## config.mk

```make
export PLATFORM = sky130hd
export DESIGN_NAME = muldiv_unit
export DESIGN_NICKNAME = d
export VERILOG_FILES = /design/src/rtl/muldiv_unit_pkg.sv /design/src/rtl/muldiv_step.sv /design/src/rtl/muldiv_unit.sv
export SDC_FILE = /design/constraint.sdc
export NUM_CORES = 1
export LEC_CHECK = 0
export BUFFER_PORTS_ARGS = -buffer_cell sky130_fd_sc_hd__buf_2
export CAP_MARGIN = 20
export CORE_MARGIN = 2
export CORE_UTILIZATION = 30
export CTS_BUF_LIST = sky130_fd_sc_hd__clkbuf_4
export CTS_CLUSTER_SIZE = 25
export DETAILED_ROUTE_END_ITERATION = 16
export GPL_TIMING_DRIVEN = 0
export PLACE_DENSITY_LB_ADDON = 0.12
export SYNTH_ARGS = -nofsm -noshare
export SYNTH_HDL_FRONTEND = slang
export SYNTH_HIERARCHICAL = 1
export SYNTH_SLANG_ARGS = --single-unit
export TNS_END_PERCENT = 30
```

## constraint.sdc

```tcl
create_clock -name clk -period 9.3 [get_ports clk]
set_clock_uncertainty 0.05 [all_clocks]
set_input_delay 0.465 -clock clk [delete_from_list [all_inputs] [get_ports clk]]
set_output_delay 0.465 -clock clk [all_outputs]
set_load 0.02 [all_outputs]
```

## src/rtl/muldiv_unit_pkg.sv

```systemverilog
// Shared types and constants for the iterative multiply/divide unit.
package muldiv_unit_pkg;

    typedef enum logic [1:0] {
        IDLE = 2'd0,
        RUN  = 2'd1,
        FIX  = 2'd2
    } md_state_e;

    localparam logic [1:0] MD_DIVU  = 2'b00;
    localparam logic [1:0] MD_MULTU = 2'b01;
    localparam logic [1:0] MD_DIV   = 2'b10;
    localparam logic [1:0] MD_MULT  = 2'b11;

    localparam int ITER_COUNT = 32;

    // Magnitude for signed operations, raw bits for unsigned ones.
    function automatic logic [31:0] mag(input logic [31:0] x, input logic is_signed);
        return (is_signed && x[31]) ? (~x + 32'd1) : x;
    endfunction

endpackage

```

## src/rtl/muldiv_step.sv

```systemverilog
// One radix-2 iteration: shift-add for multiply, restoring subtract-shift for divide.
module muldiv_step #(
    parameter int WIDTH = 32
) (
    input  logic               is_mul_i,
    input  logic [2*WIDTH-1:0] acc_i,
    input  logic [WIDTH-1:0]   b_i,
    output logic [2*WIDTH-1:0] acc_o
);

    logic [WIDTH:0] mul_sum;
    logic [WIDTH:0] rem_sh;
    logic [WIDTH:0] diff;

    always_comb begin
        mul_sum = {1'b0, acc_i[2*WIDTH-1:WIDTH]} + (acc_i[0] ? {1'b0, b_i} : '0);
        rem_sh  = acc_i[2*WIDTH-1:WIDTH-1];
        diff    = rem_sh - {1'b0, b_i};
        acc_o   = '0;
        if (is_mul_i) begin
            // Multiplier bits are consumed from the low half as the product fills in above.
            acc_o = {mul_sum, acc_i[WIDTH-1:1]};
        end else if (!diff[WIDTH]) begin
            acc_o = {diff[WIDTH-1:0], acc_i[WIDTH-2:0], 1'b1};
        end else begin
            acc_o = {rem_sh[WIDTH-1:0], acc_i[WIDTH-2:0], 1'b0};
        end
    end

endmodule

```

## src/rtl/muldiv_unit.sv

```systemverilog
// Multi-cycle MIPS-style HI/LO multiply/divide unit: 32 iterations plus one sign-fix cycle.
module muldiv_unit
    import muldiv_unit_pkg::*;
#(
    parameter int WIDTH = 32
) (
    input  logic             clk,
    input  logic             reset_n,
    input  logic             mdstart,
    input  logic [1:0]       mdop,
    input  logic [WIDTH-1:0] srca,
    input  logic [WIDTH-1:0] srcb,
    input  logic             hilosrc,
    input  logic             hilosel,
    input  logic             hiloread,
    input  logic [1:0]       hilodisable,
    output logic [WIDTH-1:0] hilo_out,
    output logic             busy,
    output logic             stall
);

    localparam int CNT_W = $clog2(ITER_COUNT) + 1;

    md_state_e          state_q;
    logic [CNT_W-1:0]   cnt_q;
    logic [2*WIDTH-1:0] acc_q;
    logic [WIDTH-1:0]   b_q;
    logic [WIDTH-1:0]   raw_a_q;
    logic [1:0]         op_q;
    logic               sa_q;
    logic               sb_q;
    logic [WIDTH-1:0]   hi_q;
    logic [WIDTH-1:0]   lo_q;

    logic [2*WIDTH-1:0] acc_d;
    logic [WIDTH-1:0]   mag_a;
    logic [WIDTH-1:0]   mag_b;
    logic [WIDTH-1:0]   hi_d;
    logic [WIDTH-1:0]   lo_d;

    muldiv_step #(.WIDTH(WIDTH)) u_step (
        .is_mul_i (op_q[0]),
        .acc_i    (acc_q),
        .b_i      (b_q),
        .acc_o    (acc_d)
    );

    assign mag_a = mag(srca, mdop[1]);
    assign mag_b = mag(srcb, mdop[1]);

    // Sign correction and divide-by-zero override applied on the way into HI/LO.
    always_comb begin
        hi_d = '0;
        lo_d = '0;
        case (op_q)
            MD_MULT:  {hi_d, lo_d} = (sa_q ^ sb_q) ? (~acc_q + 1'b1) : acc_q;
            MD_MULTU: {hi_d, lo_d} = acc_q;
            default: begin
                if (b_q == '0) begin
                    hi_d = raw_a_q;
                    lo_d = '1;
                end else begin
                    lo_d = (sa_q ^ sb_q) ? (~acc_q[WIDTH-1:0] + 1'b1) : acc_q[WIDTH-1:0];
                    hi_d = sa_q ? (~acc_q[2*WIDTH-1:WIDTH] + 1'b1) : acc_q[2*WIDTH-1:WIDTH];
                end
            end
        endcase
    end

    always_ff @(posedge clk or negedge reset_n) begin
        if (!reset_n) begin
            state_q <= IDLE;
            cnt_q   <= '0;
            acc_q   <= '0;
            b_q     <= '0;
            raw_a_q <= '0;
            op_q    <= '0;
            sa_q    <= 1'b0;
            sb_q    <= 1'b0;
            hi_q    <= '0;
            lo_q    <= '0;
        end else begin
            case (state_q)
                IDLE: begin
                    if (mdstart) begin
                        // Multiply iterates over the multiplier (b); divide shifts the dividend (a).
                        acc_q   <= {{WIDTH{1'b0}}, (mdop[0] ? mag_b : mag_a)};
                        b_q     <= mdop[0] ? mag_a : mag_b;
                        raw_a_q <= srca;
                        op_q    <= mdop;
                        sa_q    <= mdop[1] & srca[WIDTH-1];
                        sb_q    <= mdop[1] & srcb[WIDTH-1];
                        cnt_q   <= '0;
                        state_q <= RUN;
                    end else if (hilosrc) begin
                        if (hilosel && !hilodisable[1]) hi_q <= srca;
                        if (!hilosel && !hilodisable[0]) lo_q <= srca;
                    end
                end
                RUN: begin
                    acc_q <= acc_d;
                    cnt_q <= cnt_q + 1'b1;
                    if (cnt_q == CNT_W'(ITER_COUNT - 1)) state_q <= FIX;
                end
                FIX: begin
                    hi_q    <= hi_d;
                    lo_q    <= lo_d;
                    cnt_q   <= '0;
                    state_q <= IDLE;
                end
                default: state_q <= IDLE;
            endcase
        end
    end

    assign busy     = (state_q != IDLE);
    assign stall    = busy & (mdstart | hiloread | hilosrc);
    assign hilo_out = hilosel ? hi_q : lo_q;

endmodule

```

==> results.toml <==
[hold_path]
worstHoldPathCells = 3
worstHoldStart = "srcb[23]"
min_to = "b_q[23]"
holdCritPathClass = "in2reg"

[floorplanning]
core_sq_um = 58700
die_area_sq_um = 61000
num_rows = 89
start_util_pct = 30.2
io_pins = 108
die_h_um = 247
die_width_um = 247

[worst_setup_path]
rrSetupSlack_ns = 4.65
worstSetupEndpointType = "register"
cp_max_fo = 11
required_ns = 9.99
crit_arrival_ns = 5.34
r2r_start = "acc_q[0]"
timing.rr.end = "acc_q[63]"
start_kind = "register"
crit_type = "reg2reg"
worst-r2r-cell-count = 15

[routing]
vias_per_cell = 5.82
drt_iter0_drc = 1680
first_pass_iters = 5
drtAntennaViolNets = 0
vias = 19100
drc = 0
drt-wirelength-per-cell_um = 26.1
wl_um = 85700

[power_and_ir_drop]
p_per_area_nw_per_um2 = 418
p_leak_nw = 8.52
peakVddDrop_mv = 0.156
total_power_mw = 8.45

[clock_network]
cts_buffers = 68
path_clk_slew_ns = 0.07
cts_tree = "yes"
cts.repair.resized = 0
cts_hold_buf = 21
post_cts_buffers = 0
insertion_delay_ns = 0.85
cts.sinks = 204
ctsHtreeMaxLevel = 3
clockBufferDepth = 3
cts_root_buf = "clkbuf_4"

[global_route]
grt_overflow = 0
grt_pass1_wl_um = 125000
grt_pass1_vias = 18600
grt_max_degree = 106
antenna_found_initial = 4
grt_usage_pct = 27.9

[sta]
tns_ns = 0
finalSetupViolCount = 0
hold_slack_ns = 0.0374
period_share_pct = 50.0
grt_setup_unrepaired = "false"
final-hold-violation-count = 0
period_minus_slack_ns = 4.65
fmax_mhz = 215
drv_slew = 0
worstMarginPinSlew_ns = 1.07
max-slew-margin-rel_pct = 29.0

[yosys]
synth-compound-area-share_pct = 25.8
yosys.area_share.simple_pct = 20.9
synth_top_cell_by_area = "dfrtp_1"
syn-cell-area_sq_um = 17700
ys_async_sr_fraction_pct = 100
synth_edf_count = 0
synth_top_area_share_pct = 28.8
ys_seq_area_share_pct = 28.8
synth_top_family_by_area = "compound AO/OA/AOI/OAI gates"
synthXorXnorAreaFrac_pct = 9.01
syn_inst = 2279
synth.avg_cell_area_sq_um = 7.77
synth.area.mux_share_pct = 5.58
yosys_register_bits = 204
ys_types = 83
synth_flop_cell = "dfrtp_1"
synth_fa_ha_area_share_pct = 5.10
synth_area_leaders = "dfrtp_1, nand2_1, o21ai_0"
synth_warnings = 6
syn-num-nets = 2424

[place]
io_buffer_count = 92
gp_congestion = 0.921
dpl.hpwl_um = 66900
placed_area_sq_um = 19200

[finish]
num-nets-final = 2609
area_delta_synth_final_pct = 14.3
final_area_sq_um = 20200
drive_above_1_share_pct = 12.1

[run_status]
status = "complete, no violations"

[job]
maxCapViolCount = 0
[cell usage in the layout, fill, tap and decap left out, types with 21 or more instances in the layout]
cell | netlist | routed
clkbuf_4 | 0 | 93
dfrtp_1 | 204 | 204
o221ai_1 | 29 | 29
nand2_1 | 342 | 342
nor4_1 | 32 | 32
a31oi_1 | 31 | 31
o22ai_1 | 38 | 38
a21o_1 | 37 | 37
a21oi_1 | 187 | 187
ha_1 | 69 | 69
clkbuf_1 | 129 | 129
or3_1 | 22 | 22
or4_1 | 24 | 24
and2_1 | 45 | 45
xnor2_1 | 82 | 82
a22oi_1 | 30 | 30
nor2_1 | 151 | 151
inv_1 | 59 | 59
buf_2 | 10 | 101
and3_1 | 23 | 23
mux2_2 | 69 | 69
nor3_1 | 39 | 39
xor2_1 | 100 | 100
a211oi_1 | 23 | 23
o31ai_1 | 28 | 28
mux2i_1 | 21 | 21
o21ai_0 | 197 | 197
nand3_1 | 37 | 37
dlygate4sd3_1 | 0 | 21
[critical path, cell delays in order (launching register included)]
cell and delay [ns]:
dfrtp_1 0.85, clkbuf_1 0.52, and2_1 0.21, ha_1 0.19
fa_1 0.22, a21oi_1 0.11, o211ai_1 0.39, o22ai_2 0.18
o221ai_1 0.60, nand3_1 0.22, a21o_1 0.24, a21oi_1 0.31
a31oi_1 0.15, a211oi_1 0.19, nand2_1 0.07, o21ai_0 0.09
[how the worst max path moves through the flow]
stage / start / endpoint / slack (ns) / depth (start not counted)
final: acc_q[0] / acc_q[63] / 4.65 / 15
after floorplan: acc_q[0] / acc_q[51] / 6.12 / 15
after detailed placement: acc_q[0] / acc_q[63] / 4.71 / 15
after global routing: acc_q[0] / acc_q[63] / 4.38 / 15
after CTS: acc_q[0] / acc_q[63] / 4.71 / 15
after global placement: reset_n / acc_q[51] / 3.73 / 1
[stage by stage]
| stage | util [%] | setup slack, ns | std cells |
|---|---|---|---|
| 2_1_floorplan | - | 6.12 | 2279 |
| 3_3_place_gp | 32.6 | 3.73 | 3144 |
| 3_5_place_dp | 32.7 | 4.71 | 3146 |
| 4_1_cts | 34.5 | 4.71 | 3281 |
| 5_1_grt | 34.5 | 4.38 | 3282 |
| 6_report | 34.5 | 4.65 | 3283 |
[power by group]
part	switching, mW	total [mW]	internal [mW]
clock	0.496	1.01	0.516
combinational	3.35	5.42	2.07
sequential	0.690	2.02	1.33
[cell usage after synthesis (4+ instances only)]
| master | count |
|---|---|
| a211oi_1 | 23 |
| a21o_1 | 37 |
| a21oi_1 | 187 |
| a221o_1 | 9 |
| a221oi_1 | 9 |
| a22oi_1 | 30 |
| a311oi_1 | 5 |
| a31oi_1 | 31 |
| and2_1 | 45 |
| and3_1 | 23 |
| and4_1 | 4 |
| buf_1 | 15 |
| buf_2 | 10 |
| clkbuf_1 | 129 |
| dfrtp_1 | 204 |
| ha_1 | 69 |
| inv_1 | 59 |
| mux2_2 | 69 |
| mux2i_1 | 21 |
| nand2_1 | 342 |
| nand2b_1 | 15 |
| nand3_1 | 37 |
| nand4_1 | 14 |
| nor2_1 | 151 |
| nor2b_1 | 9 |
| nor3_1 | 39 |
| nor3b_1 | 5 |
| nor4_1 | 32 |
| nor4b_1 | 7 |
| o211ai_1 | 12 |
| o21a_1 | 11 |
| o21ai_0 | 197 |
| o21ai_1 | 19 |
| o21bai_1 | 7 |
| o221ai_1 | 29 |
| o22ai_1 | 38 |
| o31a_1 | 4 |
| o31ai_1 | 28 |
| o32ai_1 | 5 |
| o41ai_1 | 10 |
| or2_2 | 6 |
| or3_1 | 22 |
| or4_1 | 24 |
| xnor2_1 | 82 |
| xor2_1 | 100 |
[routing by layer]
metal	global-route usage, %	up-vias	share of wire, %	wire (um)
met2	44.4	788	46	39100
met1	37.2	9446	43	37200
met3	5.71	159	7.6	6500
li1	-	8709	-	-
met5	0	-	0.019	16
met4	10.5	2	3.4	2890
[sequential cells by signal, summed over array words and instances (netlist names)]
register	count
sb_q	1
op_q	2
hi_q	32
b_q	32
lo_q	32
acc_q	64
sa_q	1
raw_a_q	32
cnt_q	6
state_q	2
[layout make-up]
| type | instances | area (sq um) |
|---|---|---|
| fillers | 6268 | 38500 |
| multi-input cells | 1855 | 11700 |
| flip-flops and latches | 204 | 5100 |
| well taps | 773 | 967 |
| repair buffers | 115 | 716 |
| clock buffers | 93 | 698 |
| plain buffers | 158 | 618 |
| inverters | 62 | 233 |
| clock inverters | 21 | 143 |
| diodes | 2 | 5.00 |
[kinds of logic (layout without fill, tap and decap cells)]
| group | Yosys count | in the layout |
|---|---|---|
| flops | 204 | 204 |
| simple gates | 785 | 785 |
| buf+inv | 220 | 449 |
| fa+ha+maj | 71 | 71 |
| xor+xnor | 182 | 182 |
| compound gates | 727 | 727 |
| other cells | 0 | 2 |
| mux | 90 | 90 |
Power figures use the tool's default switching activity.
